==> config.mk <==
export PLATFORM = sky130hd
export DESIGN_NAME = regfile_write_arbiter
export DESIGN_NICKNAME = d
export VERILOG_FILES = /design/src/rtl/regfile_write_arbiter.sv
export SDC_FILE = /design/constraint.sdc
export NUM_CORES = 1
export LEC_CHECK = 0
export BUFFER_PORTS_ARGS = -buffer_cell sky130_fd_sc_hd__buf_2
export CAP_MARGIN = 20
export CELL_PAD_IN_SITES_DETAIL_PLACEMENT = 1
export CELL_PAD_IN_SITES_GLOBAL_PLACEMENT = 2
export CORE_MARGIN = 4
export CORE_UTILIZATION = 40
export CTS_CLUSTER_DIAMETER = 150
export DETAILED_ROUTE_END_ITERATION = 10
export PLACE_DENSITY_LB_ADDON = 0.08
export SLEW_MARGIN = 0
export SYNTH_ARGS = -nofsm -noshare
export SYNTH_HDL_FRONTEND = slang
export SYNTH_SLANG_ARGS = --single-unit
==> constraint.sdc <==
create_clock -name clk -period 3.2 [get_ports clk]
set_clock_uncertainty 0.1 [all_clocks]
set_input_delay 0.32 -clock clk [delete_from_list [all_inputs] [get_ports clk]]
set_output_delay 0.32 -clock clk [all_outputs]
set_load 0.01 [all_outputs]
==> src/rtl/regfile_write_arbiter.sv <==
// Register-file write-port arbiter: the pipeline write-back gets priority, multi-cycle-unit
// results wait in a small FIFO, and a starving head raises stall_req to force its write.
module regfile_write_arbiter #(
    parameter int DEPTH        = 2,
    parameter int STARVE_LIMIT = 4
) (
    input  logic        clk,
    input  logic        rst_n,
    input  logic        wb_we,
    input  logic [4:0]  wb_waddr,
    input  logic [31:0] wb_wdata,
    input  logic [31:0] wb_pc,
    input  logic        mcu_valid,
    output logic        mcu_ready,
    input  logic [4:0]  mcu_waddr,
    input  logic [31:0] mcu_wdata,
    input  logic [31:0] mcu_pc,
    input  logic [4:0]  fwd_addr,
    output logic        fwd_hit,
    output logic [31:0] fwd_data,
    output logic        rf_we,
    output logic [4:0]  rf_waddr,
    output logic [31:0] rf_wdata,
    output logic        debug_reg_write_en,
    output logic [31:0] debug_pc_addr_out,
    output logic        stall_req
);

    localparam int         SLOTS   = 4;
    localparam logic [2:0] DEPTH_C = 3'(DEPTH);
    localparam logic [3:0] LIMIT_C = 4'(STARVE_LIMIT);

    logic [4:0]  addr_q [SLOTS];
    logic [31:0] data_q [SLOTS];
    logic [31:0] pc_q   [SLOTS];

    logic [1:0]  rd_ptr_q, rd_ptr_d;
    logic [1:0]  wr_ptr_q, wr_ptr_d;
    logic [2:0]  count_q, count_d;
    logic [3:0]  wait_q, wait_d;
    logic        stall_q, stall_d;

    logic        rf_we_q, rf_we_d;
    logic [4:0]  rf_waddr_q, rf_waddr_d;
    logic [31:0] rf_wdata_q, rf_wdata_d;
    logic [31:0] rf_pc_q, rf_pc_d;

    logic        pipe_req;
    logic        head_grant;
    logic        push;

    function automatic logic [1:0] ptr_inc(input logic [1:0] p);
        logic [2:0] nxt;
        nxt = {1'b0, p} + 3'd1;
        if (nxt >= DEPTH_C) begin
            nxt = 3'd0;
        end
        return 2'(nxt);
    endfunction

    // MCU handshake: a result transfers on a rising edge where mcu_valid && mcu_ready.
    // mcu_ready depends only on queue occupancy and reset, never on mcu_valid.
    assign mcu_ready = rst_n && (count_q < DEPTH_C);
    assign push      = mcu_valid && mcu_ready && (mcu_waddr != 5'd0);

    // While stalled the held WB inputs are ignored so the starving head owns the port.
    assign pipe_req   = wb_we && (wb_waddr != 5'd0) && !stall_q;
    assign head_grant = (count_q != 3'd0) && (!pipe_req || stall_q);

    always_comb begin
        rf_we_d    = 1'b0;
        rf_waddr_d = 5'd0;
        rf_wdata_d = 32'd0;
        rf_pc_d    = 32'd0;
        if (pipe_req) begin
            rf_we_d    = 1'b1;
            rf_waddr_d = wb_waddr;
            rf_wdata_d = wb_wdata;
            rf_pc_d    = wb_pc;
        end else if (head_grant) begin
            rf_we_d    = 1'b1;
            rf_waddr_d = addr_q[rd_ptr_q];
            rf_wdata_d = data_q[rd_ptr_q];
            rf_pc_d    = pc_q[rd_ptr_q];
        end
    end

    always_comb begin
        rd_ptr_d = rd_ptr_q;
        wr_ptr_d = wr_ptr_q;
        count_d  = count_q;
        if (head_grant) begin
            rd_ptr_d = ptr_inc(rd_ptr_q);
        end
        if (push) begin
            wr_ptr_d = ptr_inc(wr_ptr_q);
        end
        case ({push, head_grant})
            2'b10:   count_d = count_q + 3'd1;
            2'b01:   count_d = count_q - 3'd1;
            default: count_d = count_q;
        endcase
    end

    // A granted head always clears the stall, so the counter never passes the limit.
    always_comb begin
        wait_d = 4'd0;
        if ((count_q != 3'd0) && !head_grant) begin
            wait_d = wait_q + 4'd1;
        end
        stall_d = (wait_d >= LIMIT_C);
    end

    always_comb begin
        logic [2:0] slot3;
        logic [1:0] slot;
        fwd_hit  = 1'b0;
        fwd_data = 32'd0;
        slot3    = 3'd0;
        slot     = 2'd0;
        for (int k = 0; k < DEPTH; k++) begin
            slot3 = {1'b0, rd_ptr_q} + 3'(k);
            if (slot3 >= DEPTH_C) begin
                slot3 = slot3 - DEPTH_C;
            end
            slot = 2'(slot3);
            // Oldest to youngest, so the last match is the newest value.
            if ((3'(k) < count_q) && (addr_q[slot] == fwd_addr)) begin
                fwd_hit  = 1'b1;
                fwd_data = data_q[slot];
            end
        end
        if (fwd_addr == 5'd0) begin
            fwd_hit  = 1'b0;
            fwd_data = 32'd0;
        end
    end

    always_ff @(posedge clk or negedge rst_n) begin
        if (!rst_n) begin
            for (int i = 0; i < SLOTS; i++) begin
                addr_q[i] <= 5'd0;
                data_q[i] <= 32'd0;
                pc_q[i]   <= 32'd0;
            end
        end else if (push) begin
            addr_q[wr_ptr_q] <= mcu_waddr;
            data_q[wr_ptr_q] <= mcu_wdata;
            pc_q[wr_ptr_q]   <= mcu_pc;
        end
    end

    always_ff @(posedge clk or negedge rst_n) begin
        if (!rst_n) begin
            rd_ptr_q   <= 2'd0;
            wr_ptr_q   <= 2'd0;
            count_q    <= 3'd0;
            wait_q     <= 4'd0;
            stall_q    <= 1'b0;
            rf_we_q    <= 1'b0;
            rf_waddr_q <= 5'd0;
            rf_wdata_q <= 32'd0;
            rf_pc_q    <= 32'd0;
        end else begin
            rd_ptr_q   <= rd_ptr_d;
            wr_ptr_q   <= wr_ptr_d;
            count_q    <= count_d;
            wait_q     <= wait_d;
            stall_q    <= stall_d;
            rf_we_q    <= rf_we_d;
            rf_waddr_q <= rf_waddr_d;
            rf_wdata_q <= rf_wdata_d;
            rf_pc_q    <= rf_pc_d;
        end
    end

    assign rf_we              = rf_we_q;
    assign rf_waddr           = rf_waddr_q;
    assign rf_wdata           = rf_wdata_q;
    assign debug_reg_write_en = rf_we_q;
    assign debug_pc_addr_out  = rf_pc_q;
    assign stall_req          = stall_q;

endmodule

==> out/metrics.json <==
{
  "io_pins": 253,
  "cp_max_fo": 12,
  "met3WireLength_mm": 1.84,
  "final_antenna_net_count": 0,
  "synth_edf_count": 0,
  "max-vdd-ir-drop_uv": 499,
  "worst_setup_path_start_kind": "flip-flop",
  "synth-main-ff-cell": "sky130_fd_sc_hd__dfrtp_1",
  "yosys.area_share.simple_pct": 4.84,
  "grt_pass1_vias": 13100,
  "violated_checks": "negative setup slack",
  "run_status": "complete, but fails checks",
  "dieHeight_um": 214,
  "power_density_nw_per_um2": 954,
  "synth_cells": 1189,
  "rsz0062_at_grt": "yes",
  "stdcell_area_um2": 22000,
  "cts_buffers": 42,
  "mapped_area_um2": 17000,
  "drt_iter0_markers": 477,
  "dr.max_layer_used": "met5",
  "setup-tns-final_ns": -4.03,
  "count_leader_synth": "sky130_fd_sc_hd__dfrtp_1",
  "synth_cell_type_count": 37,
  "post_synth_most_frequent_cells": "358 x sky130_fd_sc_hd__dfrtp_1, 276 x sky130_fd_sc_hd__mux2_2, 77 x sky130_fd_sc_hd__nand2_1",
  "remaining_drc_errors": 0,
  "worst-endpoint-arrival_ns": 2.92,
  "critPathCaptureType": "output pin",
  "initial_core_util_pct": 40.4,
  "regToRegSetupSlack_ns": 0.59,
  "capture_point_of_the_critical_path": "fwd_data[3]",
  "maxClockFrequency_mhz": 299,
  "cts-root-buf": "sky130_fd_sc_hd__clkbuf_16",
  "number_of_storage_elements_in_the_synthesis_netlist": 358,
  "synth.yosys.seq_area_share_pct": 52.8,
  "ys_top_cells_by_area": "sky130_fd_sc_hd__dfrtp_1 53%, sky130_fd_sc_hd__mux2_2 18%, sky130_fd_sc_hd__mux4_2 9.6%",
  "postSynthAreaPerCell_um2": 14.3,
  "placement.io_buffers": 252,
  "synthesis_warnings": 0,
  "finalHoldWorstSlack_ns": 0.171,
  "placeableCoreArea_um2": 41900,
  "avgViaCountPerCell": 5.46,
  "detail_route.first_pass.iterations": 4,
  "grt_overflow_total": 0,
  "rows": 75,
  "p_leak_nw": 10.2,
  "num_vias": 11700,
  "final-setup-viol-count": 33,
  "synth_mux_area_share_pct": 32.1,
  "wl_met2_mm": 24.5,
  "cts-htree-levels": 2,
  "drv.max_cap_violation_count": 0,
  "m1WireLength_mm": 21.4,
  "worst_reg_to_reg_path_cell_count": 4,
  "crit_start": "rd_ptr_q[0]",
  "timing.max_slew.rel_slack_pct": 38.2,
  "crit_required_ns": 2.78,
  "adder_cell_share_of_the_synthesized_area_pct": 1.03,
  "synth_top_area_share_pct": 52.8,
  "final_layout_size_suffix_gt1_share_pct": 46.4,
  "antenna_found_initial": 2,
  "hold_class": "input pin to flip-flop",
  "dpl.hpwl_mm": 30.5,
  "hold_path_startpoint": "wb_we",
  "reg2reg_from": "rd_ptr_q[1]",
  "yosysTopAreaCell": "sky130_fd_sc_hd__dfrtp_1",
  "yosys.area_share.xor_xnor_pct": 0.775,
  "grt_first_pass_wirelength_mm": 77.5,
  "ctsLongestPathBuffers": 3,
  "grt_util_all_layers_pct": 21.2,
  "timing.final.max_slew_violations": 0,
  "pin_count_of_the_biggest_net_entering_global_routing": 176,
  "setup_slack_ns": -0.142,
  "crit_type": "flip-flop to output pin",
  "gp_congestion": 0.729,
  "dieWidth_um": 214,
  "drt_wl_cell_um": 22.6,
  "post-route-period-util_pct": 104,
  "final.min_clock_period_ns": 3.34,
  "syn-num-nets": 1350,
  "syn_to_final_growth_pct": 29.9,
  "tritoncts_clock_tree": "done",
  "dp_cells": 1922,
  "clock_transition_at_path_regs_ns": 0.06,
  "tightest_slew_ns": 0.928,
  "cts.sinks": 358,
  "largest_family_of_logic_cells_by_synthesized_area": "multiplexers",
  "number_of_standard_cells_in_the_layout_taps_in_and_fillers_out": 2146,
  "clock_insertion_delay_worst_skew_ns": 0.55,
  "synth-compound-area-share_pct": 5.67,
  "die-area_um2": 45800,
  "asr_flop_ratio_synth_pct": 100,
  "nets": 1737,
  "postRouteWirelength_mm": 48.5,
  "hold_viol_final": 0,
  "worstReg2RegEnd": "rf_waddr[2]",
  "detailed_place.area_um2": 18900
}
-- per-stage QoR --
step           worst slack (ns)  util (%)  power (mW)
6_report                 -0.142      52.5        21.0
5_1_grt                  -0.261      52.5        22.4
4_1_cts                  -0.103      52.2        21.2
3_5_place_dp             0.0777      45.2        15.9
3_3_place_gp              0.166      45.2        15.7
2_1_floorplan             0.525         -        13.3
-- final cells by class --
| type | instances | area (um2) |
|---|---|---|
| Clock buffer | 67 | 1350 |
| Timing Repair Buffer | 436 | 3230 |
| Multi-Input combinational cell | 731 | 7710 |
| Tap cell | 539 | 674 |
| Sequential cell | 358 | 8970 |
| Inverter | 7 | 26.3 |
| Fill cell | 4152 | 19900 |
| Clock inverter | 7 | 62.6 |
| Antenna cell | 1 | 2.50 |
-- logic make-up (layout without fill, tap and decap cells) --
family,Yosys count,in the layout
adders and majority gates,14,14
buffers and inverters,100,517
DFF,358,358
xor gates and xnor gates,15,15
muxes,420,420
AOI/OAI and AO/OA,112,112
other,0,1
and+or+nand+nor,170,170
-- sequential cells by signal, indices dropped and copies added, names as in the netlist --
name / count
debug_reg_write_en: 1
count_q: 3
stall_req: 1
wait_q: 4
addr_q: 20
rd_ptr_q: 2
wr_ptr_q: 2
rf_wdata: 32
data_q: 128
debug_pc_addr_out: 32
pc_q: 128
rf_waddr: 5
-- timing repair --
item / CTS / global route
gates cloned: 1 / 0
setup buffers: 8 / 1
hold buffers: 139 / 0
endpoints found under the setup margin: 33 / 33
gates resized for setup: 15 / 22
hold endpoints to repair: 395 / 0
pin swaps: 3 / 2
-- cells in the final DEF, fill, tap and decap left out, types with 17 or more instances in the layout --
cell | Yosys | final
sky130_fd_sc_hd__dfrtp_1 | 358 | 356
sky130_fd_sc_hd__mux2_2 | 276 | 276
sky130_fd_sc_hd__buf_2 | 43 | 251
sky130_fd_sc_hd__dlygate4sd3_1 | 0 | 139
sky130_fd_sc_hd__nand2_1 | 77 | 73
sky130_fd_sc_hd__mux4_2 | 72 | 72
sky130_fd_sc_hd__mux2i_1 | 72 | 72
sky130_fd_sc_hd__clkbuf_16 | 0 | 45
sky130_fd_sc_hd__a22o_1 | 35 | 35
sky130_fd_sc_hd__nor2b_1 | 34 | 34
sky130_fd_sc_hd__nand3_1 | 35 | 34
sky130_fd_sc_hd__a32o_1 | 34 | 34
sky130_fd_sc_hd__buf_4 | 9 | 26
sky130_fd_sc_hd__o31ai_2 | 0 | 17
-- routing by layer --
metal | global-route usage [%] | up-vias
li1 | - | 5207
met1 | 27.7 | 6225
met2 | 37.3 | 233
met3 | 3.59 | 60
met4 | 5.12 | 2
met5 | 0 | -
-- worst min path at each step --
stage,to,slack [ns],cells after the start
floorplan,addr_q[0],-0.08,0
global placement,pc_q[55],0.38,1
detailed placement,pc_q[51],0.39,1
CTS,rf_waddr[4],0.14,3
global route,rf_waddr[4],0.16,3
finish,rf_waddr[4],0.17,3
-- power by group --
part | switching [mW] | internal (mW) | total, mW | leakage, nW
Combinational | 3.92 | 4.45 | 8.37 | 5.04
Clock | 1.88 | 2.95 | 4.84 | 0.698
Sequential | 1.19 | 6.63 | 7.81 | 4.50
Total | 6.99 | 14.0 | 21.0 | 10.2
-- critical path: stages, from the launching register on --
cell and delay, ns:
sky130_fd_sc_hd__dfrtp_4 0.47, sky130_fd_sc_hd__buf_6 0.13, sky130_fd_sc_hd__mux4_2 0.54, sky130_fd_sc_hd__xor2_2 0.21, sky130_fd_sc_hd__nor4_4 0.21, sky130_fd_sc_hd__buf_4 0.17
sky130_fd_sc_hd__and2_4 0.21, sky130_fd_sc_hd__buf_12 0.16, sky130_fd_sc_hd__o31ai_1 0.09, sky130_fd_sc_hd__buf_2 0.16
No activity file was read; power rests on OpenSTA's default activity.
